===== config.mk =====
export PLATFORM = sky130hd
export DESIGN_NAME = mem_access_unit_flat
export DESIGN_NICKNAME = d
export VERILOG_FILES = /design/src/rtl/mem_access_unit_if.sv /design/src/rtl/mem_access_unit.sv /design/src/flat_wrapper.sv
export SDC_FILE = /design/constraint.sdc
export NUM_CORES = 1
export LEC_CHECK = 0
export BUFFER_PORTS_ARGS = -buffer_cell sky130_fd_sc_hd__buf_2
export CELL_PAD_IN_SITES_DETAIL_PLACEMENT = 1
export CELL_PAD_IN_SITES_GLOBAL_PLACEMENT = 1
export CORE_ASPECT_RATIO = 0.8
export CORE_MARGIN = 2
export CORE_UTILIZATION = 30
export CTS_CLUSTER_SIZE = 8
export DETAILED_ROUTE_END_ITERATION = 16
export HOLD_SLACK_MARGIN = 0.06
export MAX_ROUTING_LAYER = met4
export PLACE_DENSITY = 0.78
export SLEW_MARGIN = 25
export SYNTH_ARGS = -nofsm -noshare
export SYNTH_HDL_FRONTEND = slang
export SYNTH_SLANG_ARGS = --single-unit

===== constraint.sdc =====
create_clock -name CLK -period 1.7 [get_ports CLK]
set_input_delay 0.17 -clock CLK [delete_from_list [all_inputs] [get_ports CLK]]
set_output_delay 0.17 -clock CLK [all_outputs]
set_load 0.01 [all_outputs]

===== src/rtl/mem_access_unit_if.sv =====
// Data-memory port bundle between the MEM-stage access unit and the data memory.
// The unit drives the request side through the master modport; the memory
// (or a testbench model of it) uses the slave modport.
interface mem_access_unit_if;
  logic        DMemReq;
  logic        DMemWe;
  logic [31:0] DMemAddr;
  logic [31:0] DMemWData;
  logic        DMemAck;
  logic [31:0] DMemRData;

  modport master (
    output DMemReq,
    output DMemWe,
    output DMemAddr,
    output DMemWData,
    input  DMemAck,
    input  DMemRData
  );

  modport slave (
    input  DMemReq,
    input  DMemWe,
    input  DMemAddr,
    input  DMemWData,
    output DMemAck,
    output DMemRData
  );
endinterface


===== src/rtl/mem_access_unit.sv =====
// MEM-stage data-memory access unit.
// Turns MemReadM/MemWriteM into one req/ack transaction on the data-memory port,
// stalls the pipeline until it completes, then holds RDM for MEM/WB to sample.
// Misaligned accesses and accesses that time out are reported on BusErrM.
module mem_access_unit #(
  parameter int unsigned TIMEOUT_CYCLES = 255,
  parameter bit          ALIGN_CHECK    = 1'b1
) (
  input  logic                   CLK,
  input  logic                   rst,
  input  logic                   MemReadM,
  input  logic                   MemWriteM,
  input  logic [31:0]            ALUOutM,
  input  logic [31:0]            WriteDataM,
  mem_access_unit_if.master      dmem,
  output logic [31:0]            RDM,
  output logic                   StallM,
  output logic                   BusErrM
);

  typedef enum logic [1:0] {StIdle, StReq, StDone} stateT;

  // Last counter value before the request is abandoned.
  localparam logic [7:0] CntLast = 8'(TIMEOUT_CYCLES - 1);

  stateT       stateQ, stateD;
  logic [7:0]  cntQ, cntD;
  logic        reqQ, reqD;
  logic        weQ, weD;
  logic [31:0] addrQ, addrD;
  logic [31:0] wdataQ, wdataD;
  logic [31:0] rdmQ, rdmD;
  logic        errQ, errD;

  logic access;
  logic misaligned;

  assign access     = MemReadM | MemWriteM;
  assign misaligned = ALIGN_CHECK && (ALUOutM[1:0] != 2'b00);

  assign dmem.DMemReq   = reqQ;
  assign dmem.DMemWe    = weQ;
  assign dmem.DMemAddr  = addrQ;
  assign dmem.DMemWData = wdataQ;
  assign RDM            = rdmQ;
  assign BusErrM        = errQ;

  // Next-state, registered-output updates and the combinational stall.
  always_comb begin
    stateD = stateQ;
    cntD   = cntQ;
    reqD   = reqQ;
    weD    = weQ;
    addrD  = addrQ;
    wdataD = wdataQ;
    rdmD   = rdmQ;
    errD   = errQ;
    StallM = 1'b0;

    unique case (stateQ)
      StIdle: begin
        if (access) begin
          StallM = 1'b1;
          if (misaligned) begin
            // No bus traffic; report the error straight away.
            errD   = 1'b1;
            if (!MemWriteM) begin
              rdmD = 32'h0;
            end
            stateD = StDone;
          end else begin
            addrD  = ALUOutM;
            wdataD = WriteDataM;
            weD    = MemWriteM;  // store wins when both are asserted
            reqD   = 1'b1;
            cntD   = 8'h00;
            stateD = StReq;
          end
        end
      end

      StReq: begin
        StallM = 1'b1;
        if (dmem.DMemAck) begin
          reqD = 1'b0;
          errD = 1'b0;
          if (!weQ) begin
            rdmD = dmem.DMemRData;
          end
          stateD = StDone;
        end else if (cntQ == CntLast) begin
          reqD = 1'b0;
          errD = 1'b1;
          if (!weQ) begin
            rdmD = 32'h0;
          end
          stateD = StDone;
        end else begin
          // Only incremented below CntLast, so it can never wrap.
          cntD = cntQ + 8'd1;
        end
      end

      StDone: begin
        // Pipeline advances this cycle; the next instruction is seen in StIdle.
        errD   = 1'b0;
        stateD = StIdle;
      end

      default: begin
        stateD = StIdle;
      end
    endcase

    if (rst) begin
      StallM = 1'b0;
    end
  end

  // State and registered outputs, synchronous active-high reset.
  always_ff @(posedge CLK) begin
    if (rst) begin
      stateQ <= StIdle;
      cntQ   <= 8'h00;
      reqQ   <= 1'b0;
      weQ    <= 1'b0;
      addrQ  <= 32'h0;
      wdataQ <= 32'h0;
      rdmQ   <= 32'h0;
      errQ   <= 1'b0;
    end else begin
      stateQ <= stateD;
      cntQ   <= cntD;
      reqQ   <= reqD;
      weQ    <= weD;
      addrQ  <= addrD;
      wdataQ <= wdataD;
      rdmQ   <= rdmD;
      errQ   <= errD;
    end
  end

endmodule


===== src/flat_wrapper.sv =====
// flat-port wrapper written by rule: the top's interface ports become plain ports
module mem_access_unit_flat 
#(
  parameter int unsigned TIMEOUT_CYCLES = 255,
  parameter bit          ALIGN_CHECK    = 1'b1
)
  (CLK, rst, MemReadM, MemWriteM, ALUOutM, WriteDataM, RDM, StallM, BusErrM, dmem_DMemReq, dmem_DMemWe, dmem_DMemAddr, dmem_DMemWData, dmem_DMemAck, dmem_DMemRData);
  mem_access_unit_if dmem_i ();
  input  logic CLK;
  input  logic rst;
  input  logic MemReadM;
  input  logic MemWriteM;
  input  logic [31:0] ALUOutM;
  input  logic [31:0] WriteDataM;
  output logic [31:0] RDM;
  output logic StallM;
  output logic BusErrM;
  output wire logic [$bits(dmem_i.DMemReq)-1:0] dmem_DMemReq;
  output wire logic [$bits(dmem_i.DMemWe)-1:0] dmem_DMemWe;
  output wire logic [$bits(dmem_i.DMemAddr)-1:0] dmem_DMemAddr;
  output wire logic [$bits(dmem_i.DMemWData)-1:0] dmem_DMemWData;
  input wire logic [$bits(dmem_i.DMemAck)-1:0] dmem_DMemAck;
  input wire logic [$bits(dmem_i.DMemRData)-1:0] dmem_DMemRData;
  assign dmem_DMemReq = dmem_i.DMemReq;
  assign dmem_DMemWe = dmem_i.DMemWe;
  assign dmem_DMemAddr = dmem_i.DMemAddr;
  assign dmem_DMemWData = dmem_i.DMemWData;
  assign dmem_i.DMemAck = dmem_DMemAck;
  assign dmem_i.DMemRData = dmem_DMemRData;
  mem_access_unit #(.TIMEOUT_CYCLES(TIMEOUT_CYCLES), .ALIGN_CHECK(ALIGN_CHECK)) u_core (.CLK(CLK), .rst(rst), .MemReadM(MemReadM), .MemWriteM(MemWriteM), .ALUOutM(ALUOutM), .WriteDataM(WriteDataM), .dmem(dmem_i), .RDM(RDM), .StallM(StallM), .BusErrM(BusErrM));
endmodule

==> results.md <==
- WP data arrival: 2.05 ns
- Placement Cell Area: 0.00567 mm²
- Post-route ant nets: 0
- Min-delay src: dmem_DMemRData[27]
- Initial Util: 30.7%
- Reg clk slew, reported paths: 0.08 ns
- Site Rows: 39
- Max clock buf depth: 2
- Pwr Total: 0.00576 W
- Post-synthesis average cell area: 8.60 µm²
- Final global-route overflow total: 0
- Slowest cell on crit path: or4_4
- Die area: 0.0156 mm²
- CP max FO: 16
- Post-Syn Area: 0.00438 mm²
- Worst Path Required: 1.97 ns
- Fin crit period: 1.78 ns
- Max-Cap Viols: 0
- CTS tree: yes
- Slew margin rel.: 70.1%
- Worst Tran Pin Value: 0.444 ns
- Crit-path max cell delay: 0.49 ns
- Initial antenna violation count: 1
- Critical Path Sink Type: flip-flop
- Share of cells above drive strength 1: 34.7%
- Cell family with the largest share of critical-path delay: simple AND/OR/NAND/NOR gates
- IO Pins: 201
- Status: finished, violations left
- Port Buffers: 200
- FMAX: 561 MHz
- Reg2reg start: u_core.cntQ[0]$_SDFFE_PP0P_
- CP Buf/Inv Count: 2
- 1st-pass router iterations: 4
- Pins Over Slew Limit: 0
- H-tree depth: 3
- Largest net degree at the start of global routing: 109
- Die Wd: 139 µm
- DRC viols: 0
- Worst Reg-to-Reg Cells: 7
- Hold Worst Slack: 0.0713 ns
- Die Y: 112 µm
- Dpl hpwl: 9780 µm
- Initial DRC Count: 116
- WL/cell: 16.0 µm
- Sink Count: 109
- Via count: 4614
- Setup Viol. Count Final: 32
- Leak: 3.14 nW
- Root Buffer: clkbuf_16
- Yosys warnings: 0
- Global placement routability congestion: 0.838
- Fin. Hold Viols: 0
- Via count of the first global-routing pass: 5002
- P&R area growth vs syn: 56.7%
- Worst hold path class: in2reg
- Syn Inst Count: 509
- Nets: 893
- Flop-to-flop setup slack: -0.08 ns
- Post-synthesis sequential area ratio: 49.8%
- Total Routing Usage GR: 20.5%
- Core box area: 0.0142 mm²
- Reg-to-reg endpoint: u_core.RDM[20]$_SDFFE_PP0P_
- Hold path depth: 3
- TritonCTS Buffers: 9
- Pwr/cell area: 840 mW/mm²
- Skew-Pair Late Insertion Delay: 0.35 ns
- Total Wirelength: 15600 µm
- First-pass GRT wire length: 24900 µm
- Critical path cell sequence: inv_4 > ha_4 > and4_4 > a21boi_2 > or4_4 > buf_12 > mux2i_1
- Peak VDD IR: 0.000641 V
- Fin worst setup slack: -0.0828 ns
- Synth unique cells: 44
- Post-Place Worst Slack: -0.200 ns
- Fillers: 1727
- Critical path startpoint category: flip-flop
- Number of synthesized register bits: 109
- Worst Hold End: u_core.RDM[27]$_SDFFE_PP0P_
- Avg Vias per Cell: 4.71
- Unrepaired setup endpoints after global routing: yes
- Violated checks: setup timing
- Tcrit/Tclk final: 105%
- WS Path Type: reg2reg
- Clk_skew: 0.00983 ns
- Mapped Nets: 612
- Final Cell Area: 0.00686 mm²
tightest hold or removal path: stages:
cell	delay, ns
buf_2	0.10
nand2_1	0.05
mux2i_1	0.06
metrics by stage:
stage | setup TNS [ns] | cells | utilization, %
2_1_floorplan | -0.535 | 509 | -
3_3_place_gp | -4.50 | 883 | 39.8
3_5_place_dp | -5.79 | 883 | 39.8
4_1_cts | -1.36 | 977 | 47.7
5_1_grt | -3.10 | 980 | 48.1
6_report | -1.34 | 980 | 48.1
cell families after synthesis:
kind of cell,synth area share [%]
AO/OA/AOI/OAI,11.2
AND/OR/NAND/NOR,25.3
XOR/XNOR,0.200
flip-flops,49.8
adder cells (fa/ha/maj),0.572
buffers and inverters,5.54
multiplexers,7.32
sequential cells by signal (all words and copies together) (netlist names):
signal and cells:
u_core.stateQ 2, u_core.dmem.DMemWData 32, u_core.BusErrM 1, u_core.dmem.DMemWe 1, u_core.dmem.DMemAddr 32, u_core.cntQ 8
u_core.dmem.DMemReq 1, u_core.RDM 32
report_power, final:
part / leakage [nW] / total [W] / internal (W) / switching, W
Clock: 0.157 / 0.00229 / 0.00130 / 0.000987
Sequential: 0.886 / 0.00267 / 0.00263 / 0.0000425
Combinational: 2.10 / 0.000806 / 0.000422 / 0.000384
Total: 3.14 / 0.00576 / 0.00435 / 0.00141
what timing repair did:
action / in CTS / in global routing
buffers inserted: 1 / 1
hold buffers: 76 / 0
pin swaps: 1 / 0
endpoints found under the setup margin: 35 / 82
cloned: 1 / 1
gates resized for setup: 7 / 8
hold endpoints to repair: 76 / 0
synth_stat cells, drive strengths merged:
master	count	area (µm²)
a22oi	1	7.51
nand3	3	15.0
and2b	1	7.51
nand4	2	12.5
or2	1	6.26
mux2i	32	320
dlymetal6s2s	3	37.5
and4	2	21.3
a31oi	1	6.26
clkbuf	19	71.3
o21ai	7	35.0
buf	13	123
nor3	4	20.0
nor2b	1	6.26
and2	2	12.5
dfxtp	109	2180
or4	3	22.5
or3	1	6.26
nand2	161	604
a31o	1	8.76
o211ai	2	15.0
nor4	3	33.8
inv	3	11.3
nor2	7	26.3
or4b	1	10.0
a41oi	1	8.76
o221ai	1	8.76
and3	3	21.3
o21a	2	15.0
a21boi	2	18.8
nor3b	5	37.5
xnor2	1	8.76
a211oi	1	7.51
or2b	8	68.8
ha	2	25.0
a21oi	72	360
nand2b	28	175
final cells by class:
class	instances	area [µm²]	area share (%)
Clock inverter	7	96.3	1.40
Tap cell	184	230	3.36
Multi-Input combinational cell	362	2000	29.2
Timing Repair Buffer	305	2100	30.6
Sequential cell	109	2190	32.0
Antenna cell	1	2.50	0.0365
Inverter	3	13.8	0.201
Clock buffer	9	225	3.28
metal layers:
metal	track usage (%)	vias up	part of all wire, %
met3	3.92	33	3.9
met5	-	-	0
met1	21.3	2208	40
li1	-	2245	-
met2	38.1	128	53
met4	8.42	0	2.9
cell usage in the layout, fill, tap and decap left out, types with 2 or more instances in the layout:
cell type / instances
a21oi_1: 71
and3_2: 2
buf_12: 6
buf_2: 199
buf_4: 21
bufinv_16: 2
clkbuf_16: 10
dfxtp_1: 105
dfxtp_2: 2
dfxtp_4: 2
dlygate4sd3_1: 76
inv_1: 2
inv_4: 2
inv_6: 2
mux2i_1: 31
nand2_1: 160
nand2b_1: 28
nand3_1: 3
nand4_1: 2
nor2_1: 6
nor3_1: 3
nor3b_1: 4
nor4_1: 2
o211ai_1: 2
o21a_1: 2
o21ai_0: 7
or2b_2: 7
or4_4: 2
worst max-delay path by stage:
| stage | from | to | slack (ns) | cells after the start |
|---|---|---|---|---|
| 3_5_place_dp | u_core.cntQ[0]$_SDFFE_PP0P_ | u_core.RDM[10]$_SDFFE_PP0P_ | -0.20 | 7 |
| 5_1_grt | u_core.cntQ[0]$_SDFFE_PP0P_ | u_core.RDM[20]$_SDFFE_PP0P_ | -0.14 | 7 |
| 2_1_floorplan | u_core.cntQ[0]$_SDFFE_PP0P_ | u_core.RDM[10]$_SDFFE_PP0P_ | -0.02 | 8 |
| 3_3_place_gp | u_core.cntQ[0]$_SDFFE_PP0P_ | u_core.RDM[1]$_SDFFE_PP0P_ | -0.14 | 7 |
| 6_report | u_core.cntQ[0]$_SDFFE_PP0P_ | u_core.RDM[20]$_SDFFE_PP0P_ | -0.08 | 7 |
| 4_1_cts | u_core.cntQ[0]$_SDFFE_PP0P_ | u_core.RDM[10]$_SDFFE_PP0P_ | -0.06 | 7 |
Note: power is estimated with default switching activity, not from simulation.
